<file path="src/rtl/fetch_pkg.sv">
// rtl/fetch_pkg.sv - shared fetch-stage constants
// Purpose: default widths/depth for the fetch stage, NOP encoding and reset vector.
// Ports: none (package).
package fetch_pkg;

    localparam int ADDR_W  = 12;
    localparam int INSTR_W = 16;
    localparam int DEPTH   = 4;

    localparam logic [INSTR_W-1:0] NOP          = 16'h0000;
    localparam logic [ADDR_W-1:0]  RESET_VECTOR = 12'h000;

endpackage

</file>
<file path="src/rtl/fetch_fifo.sv">
// rtl/fetch_fifo.sv - synchronous prefetch FIFO holding {instr, pc} entries
// Purpose: small power-of-two FIFO with flush; head is read combinationally.
// Ports:
//   CLOCK_50  in   clock
//   reset     in   synchronous, active-high
//   flush     in   drop all entries (wins over push/pop)
//   push      in   write push_data at tail
//   push_data in   entry to write
//   pop       in   retire head entry (ignored when empty)
//   count     out  number of valid entries, 0..DEPTH
//   head_data out  entry at head (meaningful only when count != 0)
module fetch_fifo #(
    parameter int WIDTH = fetch_pkg::INSTR_W + fetch_pkg::ADDR_W,
    parameter int DEPTH = fetch_pkg::DEPTH,
    localparam int PTR_W = $clog2(DEPTH),
    localparam int CNT_W = $clog2(DEPTH + 1)
) (
    input  logic             CLOCK_50,
    input  logic             reset,
    input  logic             flush,
    input  logic             push,
    input  logic [WIDTH-1:0] push_data,
    input  logic             pop,
    output logic [CNT_W-1:0] count,
    output logic [WIDTH-1:0] head_data
);

    logic [WIDTH-1:0] mem [DEPTH];
    logic [PTR_W-1:0] rd_ptr;
    logic [PTR_W-1:0] wr_ptr;
    logic             do_push;
    logic             do_pop;

    assign do_pop    = pop && (count != '0);
    // A push into a full queue is only accepted when the head leaves in the same cycle.
    assign do_push   = push && ((count != CNT_W'(DEPTH)) || do_pop);
    assign head_data = mem[rd_ptr];

    always_ff @(posedge CLOCK_50) begin
        if (do_push && !reset && !flush) begin
            mem[wr_ptr] <= push_data;
        end
    end

    always_ff @(posedge CLOCK_50) begin
        if (reset || flush) begin
            rd_ptr <= '0;
            wr_ptr <= '0;
            count  <= '0;
        end else begin
            if (do_push) begin
                wr_ptr <= wr_ptr + PTR_W'(1);
            end
            if (do_pop) begin
                rd_ptr <= rd_ptr + PTR_W'(1);
            end
            case ({do_push, do_pop})
                2'b10:   count <= count + CNT_W'(1);
                2'b01:   count <= count - CNT_W'(1);
                default: count <= count;
            endcase
        end
    end

endmodule

</file>
<file path="src/rtl/instr_fetch_queue.sv">
// rtl/instr_fetch_queue.sv - instruction fetch stage with PC-tagged prefetch queue
// Purpose: owns the fetch PC, reads the 1-cycle-latency ROM, queues words with
//          their PCs for the decoder, and flushes on branch/jump redirects.
// Ports:
//   CLOCK_50        in   clock
//   reset           in   synchronous, active-high
//   imem_addr       out  ROM address (the fetch PC)
//   imem_rd         out  imem_addr is a real fetch this cycle
//   imem_q          in   ROM data, valid the cycle after imem_rd
//   redirect_valid  in   restart fetch at redirect_pc
//   redirect_pc     in   restart address
//   out_valid       out  head entry valid
//   out_instr       out  head instruction (0 when empty)
//   out_pc          out  head PC (0 when empty)
//   out_ready       in   decoder takes the head this cycle
module instr_fetch_queue #(
    parameter int ADDR_W  = fetch_pkg::ADDR_W,
    parameter int INSTR_W = fetch_pkg::INSTR_W,
    parameter int DEPTH   = fetch_pkg::DEPTH
) (
    input  logic               CLOCK_50,
    input  logic               reset,
    output logic [ADDR_W-1:0]  imem_addr,
    output logic               imem_rd,
    input  logic [INSTR_W-1:0] imem_q,
    input  logic               redirect_valid,
    input  logic [ADDR_W-1:0]  redirect_pc,
    output logic               out_valid,
    output logic [INSTR_W-1:0] out_instr,
    output logic [ADDR_W-1:0]  out_pc,
    input  logic               out_ready
);

    import fetch_pkg::*;

    localparam int CNT_W = $clog2(DEPTH + 1);
    localparam int ENT_W = INSTR_W + ADDR_W;
    localparam logic [CNT_W:0] DEPTH_LIM = (CNT_W + 1)'(DEPTH);

    logic [ADDR_W-1:0] fpc;
    logic [ADDR_W-1:0] fpc_tag;
    logic              inflight;
    logic [CNT_W-1:0]  count;
    logic [ENT_W-1:0]  head_data;
    logic [CNT_W:0]    occupancy;
    logic              issue;
    logic              push;
    logic              pop;

    // Reserve a slot for the read still in flight; a same-cycle pop is not
    // credited, so the queue can never be overrun.
    assign occupancy = {1'b0, count} + {{CNT_W{1'b0}}, inflight};
    assign issue     = !reset && !redirect_valid && (occupancy < DEPTH_LIM);

    assign imem_addr = fpc;
    assign imem_rd   = issue;

    // A redirect kills the returning word and overrides the decoder's pop.
    assign push = inflight && !redirect_valid && !reset;
    assign pop  = out_valid && out_ready && !redirect_valid;

    always_ff @(posedge CLOCK_50) begin
        if (reset) begin
            fpc      <= ADDR_W'(RESET_VECTOR);
            fpc_tag  <= '0;
            inflight <= 1'b0;
        end else if (redirect_valid) begin
            fpc      <= redirect_pc;
            inflight <= 1'b0;
        end else begin
            inflight <= issue;
            if (issue) begin
                fpc     <= fpc + ADDR_W'(1);
                fpc_tag <= fpc;
            end
        end
    end

    fetch_fifo #(
        .WIDTH (ENT_W),
        .DEPTH (DEPTH)
    ) u_fifo (
        .CLOCK_50  (CLOCK_50),
        .reset     (reset),
        .flush     (redirect_valid),
        .push      (push),
        .push_data ({imem_q, fpc_tag}),
        .pop       (pop),
        .count     (count),
        .head_data (head_data)
    );

    assign out_valid = (count != '0);
    assign out_instr = out_valid ? head_data[ENT_W-1:ADDR_W] : INSTR_W'(NOP);
    assign out_pc    = out_valid ? head_data[ADDR_W-1:0]     : '0;

endmodule
</file>
<file path="config.mk">
export PLATFORM = sky130hd
export DESIGN_NAME = instr_fetch_queue
export DESIGN_NICKNAME = d
export VERILOG_FILES = /design/src/rtl/fetch_pkg.sv /design/src/rtl/fetch_fifo.sv /design/src/rtl/instr_fetch_queue.sv
export SDC_FILE = /design/constraint.sdc
export NUM_CORES = 1
export LEC_CHECK = 0
export ABC_AREA = 1
export BUFFER_PORTS_ARGS = -buffer_cell sky130_fd_sc_hd__buf_2
export CORE_MARGIN = 2
export CORE_UTILIZATION = 58
export CTS_CLUSTER_DIAMETER = 30
export CTS_CLUSTER_SIZE = 24
export DETAILED_ROUTE_END_ITERATION = 7
export GPL_ROUTABILITY_DRIVEN = 0
export PLACE_DENSITY = 0.91
export SETUP_SLACK_MARGIN = 0.05
export SYNTH_ARGS = -nofsm -noshare
export SYNTH_HDL_FRONTEND = slang
export SYNTH_SLANG_ARGS = --single-unit
</file>
<file path="constraint.sdc">
create_clock -name CLOCK_50 -period 2.5 [get_ports CLOCK_50]
set_input_delay 0.125 -clock CLOCK_50 [delete_from_list [all_inputs] [get_ports CLOCK_50]]
set_output_delay 0.125 -clock CLOCK_50 [all_outputs]
set_load 0.01 [all_outputs]
</file>
==> impl_metrics.csv <==
group,metric,value,unit
run_status,status,"finished, final reports clean",
place,dp.cells,766,
final_layout,final_common_cell,"nor2_1",
synthesis,netlist_instances,578,
critical_path,cp_top_family,"buffers and inverters",
timing,slew_violations,0,
clock_network,cts_buffer_depth,2,
die,dieArea,11200,um^2
synthesis,avgSynthCellArea,10.4,um^2
clock_network,clock-sinks,146,
final_layout,diodes,0,
timing,setup_tns,0,ns
clock_network,cts_setup_buffers,0,
die,initial_core_util,59.2,%
critical_path,path_cells,"buf_4 -> inv_4 -> nor2_1 -> o21ai_0 -> a21oi_1 -> buf_2",
timing,slew_headroom,60.0,%
final_layout,final_core_util,73.1,%
clock_network,worstSkewPairLatency,0.51,ns
timing,rsz0062_at_grt,"no",
routing,detail_route.wirelength,14100,um
critical_path,required,2.38,ns
timing,hold_viol,0,
routing,wl_per_cell,16.9,um
critical_path,crit_buf_inv,3,
synthesis,yosys_warnings,0,
timing,skew,0.00990,ns
pwr,p_per_area,728,nW/um^2
global_route,grt_pass1_vias,4708,
timing,setup_violations,0,
place,dp_slack,0.413,ns
die,ios,74,
pwr,ir_drop,0.000404,V
hold_path,min_path_type,"in -> reg",
global_route,grt.overflow.total,0,
die,dieWidth,106,um
critical_path,crit_fanout,29,
synthesis,seq_area_frac_synth,67.1,%
global_route,grt_max_degree,57,
final_layout,instances_no_fill,835,
timing,finalCritPeriodShare,90.6,%
synthesis,ys_types,26,
critical_path,critical_path_class,"reg -> out",
final_layout,drive_above_1_share,17.7,%
clock_network,h-tree-depth,4,
die,rows,37,
critical_path,crit_arrival,2.14,ns
final_layout,syn_to_final_growth,23.5,%
timing,period_needed,2.27,ns
critical_path,max_stage_delay,0.35,ns
die,die_h,106,um
routing,vias,4655,
timing,fmax,441,MHz
global_route,antenna_found_initial,0,
final_layout,layout_common_cells,"138 x nor2_1, 112 x edfxtp_1, 76 x o21ai_0",
place,dp_hpwl,7660,um
synthesis,synth_fp_nets,617,
clock_network,clkTransAtPathRegs,0.06,ns
final_layout,fin_nets,725,
pwr,power_leakage,0.00289,uW
job,maxCapViolCount,0,
clock_network,cts_buffers,17,
critical_path,cp-end-kind,"output pin",
synthesis,ys_ff_latch,146,
clock_network,cts-root-buf,"clkbuf_8",
routing,drtIter0Drc,329,
clock_network,cts_tree,"built",
routing,vias_per_cell,5.57,
global_route,grt_pass1_wl,22100,um
place,io_buffer_count,73,
timing,fin_ws,0.235,ns
die,core-area,10200,um^2
routing,antenna_left,0,
synthesis,synth_area,6020,um^2
routing,detail_route.first_pass.iterations,8,
critical_path,crit_slowest_cell,"buf_4",
critical_path,cp-start-kind,"flip-flop",
routing,drc,0,
timing,worst_pin_slew,0.600,ns
global_route,gr-usage-all-layers,25.6,%
timing,fin_hold_ws,0.0381,ns
[layer usage]
metal	track usage, %	vias up	routed length [um]
met5	0	-	0
met4	8.55	0	206
met3	5.95	23	977
met2	46.1	230	7340
met1	30.3	2210	5590
li1	-	2192	-
[synthesized netlist by cell type, drive strengths merged]
cell type	number	area [um^2]
nand3	22	123
xnor2	1	8.76
edfxtp	112	3360
nand4	3	18.8
inv	41	154
buf	21	118
nand2	52	198
nor2	144	551
clkbuf	6	22.5
a21oi	53	265
fa	1	20.0
ha	6	75.1
o21ai	77	385
dfxtp	34	681
a21boi	2	15.0
a211oi	3	27.5
[metrics by stage]
| stage | cell area [um^2] | power [uW] |
|---|---|---|
| global route | 7440 | 5570 |
| global placement | 6480 | 2920 |
| floorplan | 6020 | 2850 |
| CTS | 7430 | 5430 |
| detailed placement | 6480 | 2930 |
| finish | 7440 | 5420 |
[what timing repair did]
action	CTS	global route
endpoints found under the setup margin	10	19
gates resized for setup	1	5
hold endpoints to repair	78	0
hold buffers	37	0
pin swaps	0	0
[sequential cells by signal (all words and copies together), names as in the netlist, named ones only]
signal and count:
u_fifo.wr_ptr 2, fpc_tag 12, u_fifo.count 3, imem_addr 12, inflight 1, u_fifo.rd_ptr 2
u_fifo.mem 112
[where the power goes]
group / internal (uW) / switching (uW) / leakage (uW)
logic: 111 / 142 / 0.00132
registers: 2650 / 41.3 / 0.00128
clock network: 1520 / 955 / 0.000286
total: 4280 / 1140 / 0.00289
[path summary, 6_finish.rpt]
kind / cells after the start / slack [ns] / start / end
worst max-delay path: 6 / 0.23 / flip-flop / out_pc[8]
worst min-delay path: 2 / 0.04 / reset / imem_addr[1]
worst max register to register: 9 / 0.38 / imem_addr[1] / imem_addr[8]
worst min register to register: 2 / 0.47 / u_fifo.rd_ptr[1] / u_fifo.rd_ptr[1]
[area by class of cell]
class	instances	area (um^2)
Sequential cell	146	4050
Fill cell	662	2740
Multi-Input combinational cell	364	1700
Timing Repair Buffer	116	785
Clock buffer	19	422
Tap cell	136	170
Clock inverter	13	161
Inverter	41	159
[cell families (layout without fill, tap and decap cells)]
logic type / count (synthesis) / in the layout / synth area share, %
XOR/XNOR: 1 / 1 / 0.145
AND/OR/NAND/NOR: 221 / 221 / 14.8
flip-flops: 146 / 146 / 67.1
adder cells (fa/ha/maj): 7 / 7 / 1.58
buffers and inverters: 68 / 189 / 4.88
AO/OA/AOI/OAI: 135 / 135 / 11.5
No activity file was read; power rests on OpenSTA's default activity.
